`config.mk`:
```
export PLATFORM = sky130hd
export DESIGN_NAME = shift_out_driver
export DESIGN_NICKNAME = d
export VERILOG_FILES = /design/src/rtl/shift_out_driver.sv
export SDC_FILE = /design/constraint.sdc
export NUM_CORES = 1
export LEC_CHECK = 0
export CAP_MARGIN = 20
export CELL_PAD_IN_SITES_DETAIL_PLACEMENT = 0
export CELL_PAD_IN_SITES_GLOBAL_PLACEMENT = 1
export CORE_ASPECT_RATIO = 0.75
export CORE_UTILIZATION = 35
export CTS_CLUSTER_SIZE = 28
export DETAILED_ROUTE_END_ITERATION = 10
export PLACE_DENSITY = 0.75
export SLEW_MARGIN = 25
export SYNTH_ARGS = -nofsm -noshare
export SYNTH_HDL_FRONTEND = slang
export SYNTH_SLANG_ARGS = --single-unit
```
`constraint.sdc`:
```
create_clock -name clk -period 1.8 [get_ports clk]
set_clock_uncertainty 0.05 [all_clocks]
set_input_delay 0.18 -clock clk [delete_from_list [all_inputs] [get_ports clk]]
set_output_delay 0.18 -clock clk [all_outputs]
set_load 0.01 [all_outputs]
```
`src/rtl/shift_out_driver.sv`:
```
// Serializes a parallel word MSB-first to a 74HC595-style shift register
// (data, shift clock, latch). All pin-facing outputs are driven straight from flops.
module shift_out_driver #(
    parameter int WIDTH   = 8,
    parameter int CLK_DIV = 4
) (
    input  logic             clk,
    input  logic             reset,
    input  logic [WIDTH-1:0] data_in,
    input  logic             valid,
    output logic             ready,
    output logic             ser_clk,
    output logic             ser_data,
    output logic             ser_latch,
    output logic             done
);

    localparam int DIV_W = (CLK_DIV > 1) ? $clog2(CLK_DIV) : 1;
    localparam int BIT_W = $clog2(WIDTH + 1);

    localparam logic [DIV_W-1:0] DIV_LAST = DIV_W'(CLK_DIV - 1);
    localparam logic [DIV_W-1:0] DIV_ONE  = DIV_W'(1);
    localparam logic [DIV_W-1:0] DIV_ZERO = DIV_W'(0);
    localparam logic [BIT_W-1:0] BITS_ALL = BIT_W'(WIDTH);
    localparam logic [BIT_W-1:0] BITS_ONE = BIT_W'(1);
    localparam logic [BIT_W-1:0] BITS_ZERO = BIT_W'(0);
    localparam logic [WIDTH-1:0] WORD_ZERO = WIDTH'(0);

    typedef enum logic [1:0] {
        IDLE     = 2'd0,
        SHIFT_LO = 2'd1,
        SHIFT_HI = 2'd2,
        LATCH    = 2'd3
    } state_t;

    state_t           state_r, state_s;
    logic [DIV_W-1:0] div_r, div_s;
    logic [BIT_W-1:0] bits_r, bits_s;
    logic [WIDTH-1:0] shreg_r, shreg_s;
    logic [WIDTH-1:0] shifted_s;
    logic             phase_end_s;
    logic             ready_r, ready_s;
    logic             ser_clk_r, ser_clk_s;
    logic             ser_data_r, ser_data_s;
    logic             ser_latch_r, ser_latch_s;
    logic             done_r, done_s;

    assign phase_end_s = (div_r == DIV_LAST);
    assign shifted_s   = shreg_r << 1'b1;

    // Next-state and next-output computation; the divider clears on every state change.
    always_comb begin
        state_s     = state_r;
        div_s       = div_r;
        bits_s      = bits_r;
        shreg_s     = shreg_r;
        ready_s     = ready_r;
        ser_clk_s   = ser_clk_r;
        ser_data_s  = ser_data_r;
        ser_latch_s = ser_latch_r;
        done_s      = 1'b0;
        case (state_r)
            IDLE: begin
                div_s = DIV_ZERO;
                if (valid && ready_r) begin
                    shreg_s    = data_in;
                    ser_data_s = data_in[WIDTH-1];
                    bits_s     = BITS_ALL;
                    ready_s    = 1'b0;
                    ser_clk_s  = 1'b0;
                    state_s    = SHIFT_LO;
                end else begin
                    ready_s = 1'b1;
                end
            end
            SHIFT_LO: begin
                if (phase_end_s) begin
                    div_s     = DIV_ZERO;
                    ser_clk_s = 1'b1;
                    state_s   = SHIFT_HI;
                end else begin
                    div_s = div_r + DIV_ONE;
                end
            end
            SHIFT_HI: begin
                if (phase_end_s) begin
                    div_s     = DIV_ZERO;
                    ser_clk_s = 1'b0;
                    if (bits_r > BITS_ONE) begin
                        shreg_s    = shifted_s;
                        ser_data_s = shifted_s[WIDTH-1];
                        bits_s     = bits_r - BITS_ONE;
                        state_s    = SHIFT_LO;
                    end else begin
                        ser_data_s  = 1'b0;
                        ser_latch_s = 1'b1;
                        state_s     = LATCH;
                    end
                end else begin
                    div_s = div_r + DIV_ONE;
                end
            end
            LATCH: begin
                if (phase_end_s) begin
                    div_s       = DIV_ZERO;
                    ser_latch_s = 1'b0;
                    done_s      = 1'b1;
                    ready_s     = 1'b1;
                    state_s     = IDLE;
                end else begin
                    div_s = div_r + DIV_ONE;
                end
            end
            default: begin
                state_s     = IDLE;
                div_s       = DIV_ZERO;
                bits_s      = BITS_ZERO;
                ready_s     = 1'b1;
                ser_clk_s   = 1'b0;
                ser_data_s  = 1'b0;
                ser_latch_s = 1'b0;
            end
        endcase
    end

    // State and output registers with synchronous reset; reset also aborts a transfer silently.
    always_ff @(posedge clk) begin
        if (reset) begin
            state_r     <= IDLE;
            div_r       <= DIV_ZERO;
            bits_r      <= BITS_ZERO;
            shreg_r     <= WORD_ZERO;
            ready_r     <= 1'b1;
            ser_clk_r   <= 1'b0;
            ser_data_r  <= 1'b0;
            ser_latch_r <= 1'b0;
            done_r      <= 1'b0;
        end else begin
            state_r     <= state_s;
            div_r       <= div_s;
            bits_r      <= bits_s;
            shreg_r     <= shreg_s;
            ready_r     <= ready_s;
            ser_clk_r   <= ser_clk_s;
            ser_data_r  <= ser_data_s;
            ser_latch_r <= ser_latch_s;
            done_r      <= done_s;
        end
    end

    assign ready     = ready_r;
    assign ser_clk   = ser_clk_r;
    assign ser_data  = ser_data_r;
    assign ser_latch = ser_latch_r;
    assign done      = done_r;

endmodule

```
# Yosys cells after proc, flatten, opt, wreduce, memory -nomap -nowiden
# Cells that the tools add are included.
totals:
  regBits: 20
  in_bits: 11
  elab_cells: 67
classes:
  n_addsub: 2
  n_lt_le_gt_ge: 1
  n_eq_ne: 10
  muxes: 30
  n_bitwise: 1
  n_reduce_logical: 14
op_table:
  columns: ["op", "n"]
  rows:
  - ["7-bit two-way mux", 3]
  - ["4-bit AND reduction", 4]
  - ["7-bit one-hot mux with 2 select lines", 1]
  - ["2-bit two-way mux", 6]
  - ["4-bit two-way mux", 3]
  - ["2-bit inequality test, second input constant", 6]
  - ["1-bit two-way mux", 10]
  - ["2-bit one-hot mux with 4 select lines", 1]
  - ["4-bit one-hot mux with 2 select lines", 1]
  - ["2-bit equality test, second input constant", 3]
  - ["1-bit one-hot mux with 2 select lines", 3]
  - ["2-bit nonzero test", 3]
  - ["4-bit by 1-bit greater-than comparator with 1-bit output, second input constant", 1]
  - ["2-bit one-hot mux with 2 select lines", 1]
  - ["4-bit by 1-bit subtractor with 4-bit output, second input constant", 1]
  - ["1-bit one-hot mux with 3 select lines", 1]
  - ["3-bit AND reduction", 1]
  - ["3-bit nonzero test", 1]
  - ["3-bit OR reduction", 1]
  - ["2-bit by 1-bit adder with 2-bit output, second input constant", 1]
  - ["2-bit by 1-bit equality test with 1-bit output, second input constant", 1]
  - ["2-bit zero test", 1]
  - ["2-bit AND reduction", 1]
  - ["2-bit OR reduction", 1]
  - ["other kinds (2)", 2]

# Longest topological paths before layout
depth:
  ltp_word: 4
  depth_mapped: 7
  depth_no_buf: 6

# Worst setup path after synthesis
# Ideal clock, no wire load.
synth_timing:
  kind: "register to register"
  start: "register bits_r[0]"
  end: "register ser_data_r (netlist: ser_data)"
  setup_time_ns: 0.091
  t_arrival_ns: 1.577
  required_time_ns: 1.659
  slack_ns: 0.082
  path_stages_with_launch: 7
  path_buffers: 0
  period_less_slack_ns: 1.718
  cell_sequence: "dfxtp_1 > inv_1 > ha_1 > nor2_4 > nor3_2 > or4b_1 > a311oi_1"
synth_between:
  elab_chain_cells: 4
synth_lines:
  columns: ["item", "line", "source"]
  rows:
  - ["start: declaration", "38", "logic [BIT_W-1:0] bits_r, bits_s;"]
  - ["start signal: assignment", "141", "bits_r <= bits_s;"]
  - ["4-bit by 1-bit greater-than comparator with 1-bit output", "89", "if (bits_r > BITS_ONE) begin"]
  - ["1-bit two-way mux", "89", null]
  - ["1-bit two-way mux", "86", "if (phase_end_s) begin"]
  - ["1-bit one-hot mux with 2 select lines", "62", "case (state_r)"]
  - ["end signal: assignment", "145", "ser_data_r <= ser_data_s;"]
  - ["end: declaration", "44", "logic ser_data_r, ser_data_s;"]
# No other way between the ends. The select of a mux whose other input is x is not followed.
# A chain may end at the register's enable or synchronous reset.

# Final worst setup path
# Same ends and word-level chain as after synthesis.

==> flow_metrics.py <==
metrics = {
    "sta": {
        "final.hold.worst_slack_ps": 389,
        "rsz_0062_raised_after_global_routing": "true",
        "max_freq_mhz": 568,
        "timing.setup.tns_ps": 0,
        "post-route-period-util": 0.978,
        "timing.max_slew.rel_slack": 0.812,
        "hold_viol": 0,
        "setup_violations": 0,
        "post-route-min-period_ps": 1760,
        "final_max_tran_viols": 0,
        "tightest_slew_ps": 281,
    },
    "logic_synthesis": {
        "postSynthRegisterBits": 20,
        "synth_largest_area_cell": "dfxtp_1",
        "edff_count_synth": 0,
        "post_synth.cell_area_avg_um2": 8.51,
        "post_synth_most_frequent_cells": "20 x dfxtp_1, 18 x nand2_1, 15 x a21oi_1",
        "synth_top_area_share": 0.396,
        "ys_dominant_reg_cell": "dfxtp_1",
        "syn_inst": 119,
        "syn_nets": 133,
        "yosysWarnings": 0,
        "syn_area_um2": 1010,
        "async_flop_share": 0,
        "ys_top_cells_by_area": "dfxtp_1 40%, a21oi_1 7.4%, nand2_1 6.7%, a211o_1 5.2%, o21ai_1 4.4%",
        "ys_seq_area_frac": 0.396,
        "post-synth-top-count-cell": "dfxtp_1",
        "synthDistinctLibCells": 33,
    },
    "route": {
        "total_vias_in_the_final_route": 933,
        "detailedRoute.firstIterationViolations": 44,
        "detail-route-antenna-nets": 0,
        "avgRoutedWirePerCell_um": 12.6,
        "drt-vias-per-instance": 5.30,
        "route.detailed.drc": 0,
        "drt_pass1_iterations": 4,
        "route.final.wire_length_mm": 2.22,
    },
    "power": {
        "p_clk_frac": 0.326,
        "vdd.ir_drop.worst_mv": 0.588,
        "cellLeakagePower_nw": 0.465,
        "switchingPower_mw": 0.227,
        "sequential_share_of_power": 0.523,
        "powerDensity_nw_per_um2": 698,
        "intPower_mw": 0.688,
        "power_switching_share": 0.248,
        "power_frac_comb": 0.151,
    },
    "floorplanning": {
        "initial_utilization": 0.377,
        "chip_width_um": 64.1,
        "floorplan.die_area_um2": 3110,
        "fp-row-count": 16,
        "core_area_um2": 2680,
        "floorplan.io_pins": 16,
        "die-height_um": 48.6,
    },
    "setup_path": {
        "required_ps": 1930,
        "critical_path_peak_fanout": 5,
        "critical_path_arrival_ps": 1890,
        "setup.worst_path.end_class": "register",
        "worstPathCellList": "inv_1 > ha_2 > nor2_4 > nor3_2 > or4b_1 > a311oi_2",
        "crit_path_top_delay_cell": "or4b_1",
        "cp_slowest_stage_delay_ps": 540,
        "setup.worst_path.start_class": "register",
        "path_class": "register to register",
    },
    "clock_tree": {
        "numClockSinks": 20,
        "cts_hold_buf": 0,
        "cts_max_path_buffers": 2,
        "cts_tree": "built",
        "clkLatencyLatePin_ps": 260,
        "clk_root_buffer_cell": "clkbuf_8",
        "cts.htree.levels": 1,
        "clkTransAtPathRegs_ps": 80,
        "cts_made_buffers": 3,
    },
    "global_routing": {
        "track_usage": 0.158,
        "grt_antenna_before_repair": 0,
        "first_pass_grt_wire_length_mm": 3.84,
        "via_count_of_the_first_global_routing_pass": 836,
        "largest_net_degree_at_the_start_of_global_routing": 21,
        "global_route.overflow_total": 0,
    },
    "status": {
        "outcome": "complete, no violations",
    },
    "final_layout": {
        "drive_gt1_frac": 0.179,
        "diodes": 0,
        "nNetsFinal": 156,
        "area_growth_pct": 29.5,
        "layout.filler_cells": 274,
    },
    "placed_design": {
        "hpwlAfterDp_mm": 1.62,
        "port-buffer-count": 15,
        "gp_routability_congestion": 0.762,
    },
    "min_path": {
        "hold_path_class": "register to register",
    },
    "run": {
        "timing.max_cap.violations": 0,
    },
}
-- routing by layer --
metal	GRT usage	vias up	wire (um)
met4	0.0333	0	16
li1	-	471	-
met3	0.0495	4	76
met5	0	-	0
met1	0.214	449	1110
met2	0.245	9	1010
-- what timing repair did --
item	in CTS	in global routing
endpoints found under the setup margin	1	10
pin swaps	2	2
gates resized for setup	1	4
setup buffers	0	1
-- worst max-delay path, delay by kind of cell (launching register included) --
kind	cells	cell delay (ps)
compound gates	1	230
simple gates	3	780
fa+ha+maj	1	200
flops	1	370
buf+inv	1	40
-- per-stage QoR --
step	utilization	worst slack (ps)	cells	power (mW)	instance area (um^2)
6_report	0.489	38.8	176	0.915	1310
2_1_floorplan	-	82.4	119	0.564	1010
4_1_cts	0.477	32.7	175	0.920	1280
3_3_place_gp	0.461	19.2	172	0.624	1240
3_5_place_dp	0.461	-57.4	172	0.627	1240
5_1_grt	0.489	-51.9	176	0.960	1310
-- registers in the layout, summed over array words and instances (netlist names) --
signal,flops
ser_clk,1
bits_r,4
div_r,2
ser_data,1
shreg_r,7
state_r,2
ser_latch,1
done,1
ready,1
-- power by group through the flow --
stage	registers [mW]	logic, mW	clock network [mW]
CTS	0.481	0.137	0.302
detailed placement	0.490	0.136	0
floorplan	0.489	0.0749	0
global route	0.483	0.152	0.325
finish	0.479	0.138	0.298
global placement	0.490	0.134	0
-- logic make-up (layout without fill, tap and decap cells) --
family	after synthesis	after routing	share of synthesized area
flip-flops	20	20	0.396
adder cells (fa/ha/maj)	3	3	0.0371
AO/OA/AOI/OAI	43	43	0.268
AND/OR/NAND/NOR	40	40	0.231
buffers and inverters	13	34	0.0680
-- cell usage in the layout, fill, tap and decap left out, types with 2 or more instances in the layout --
cell type	Yosys	final
nand2_1	18	18
dfxtp_1	20	18
a21oi_1	15	15
clkdlybuf4s50_1	0	15
buf_4	3	11
o21ai_1	9	9
a211o_1	6	6
nor3_1	5	5
inv_1	4	4
o21ai_0	4	4
nor2_1	3	3
clkbuf_8	0	3
nor2b_1	2	2
o21bai_1	2	2
a41oi_1	2	2
or4_2	2	2
ha_1	3	2
-- cell type report --
class                      count  area, um^2  share of cell area
inverter                       4        15.0              0.0115
timing repair buffer          27         253               0.193
multi-input combinational     86         552               0.421
tap                           36        45.0              0.0344
clock buffer                   3        41.3              0.0315
sequential                    20         405               0.309
-- worst paths after layout --
path,from,end,slack (ps),depth (start not counted)
setup / recovery,bits_r[0]$_SDFFE_PP0P_,ser_data$_SDFFE_PP0P_,40,6
hold / removal,div_r[0]$_SDFF_PP0_,div_r[0]$_SDFF_PP0_,390,1
setup reg to reg,bits_r[0]$_SDFFE_PP0P_,ser_data$_SDFFE_PP0P_,40,6
hold reg to reg,div_r[0]$_SDFF_PP0_,div_r[0]$_SDFF_PP0_,390,1
Power figures use the tool's default switching activity.
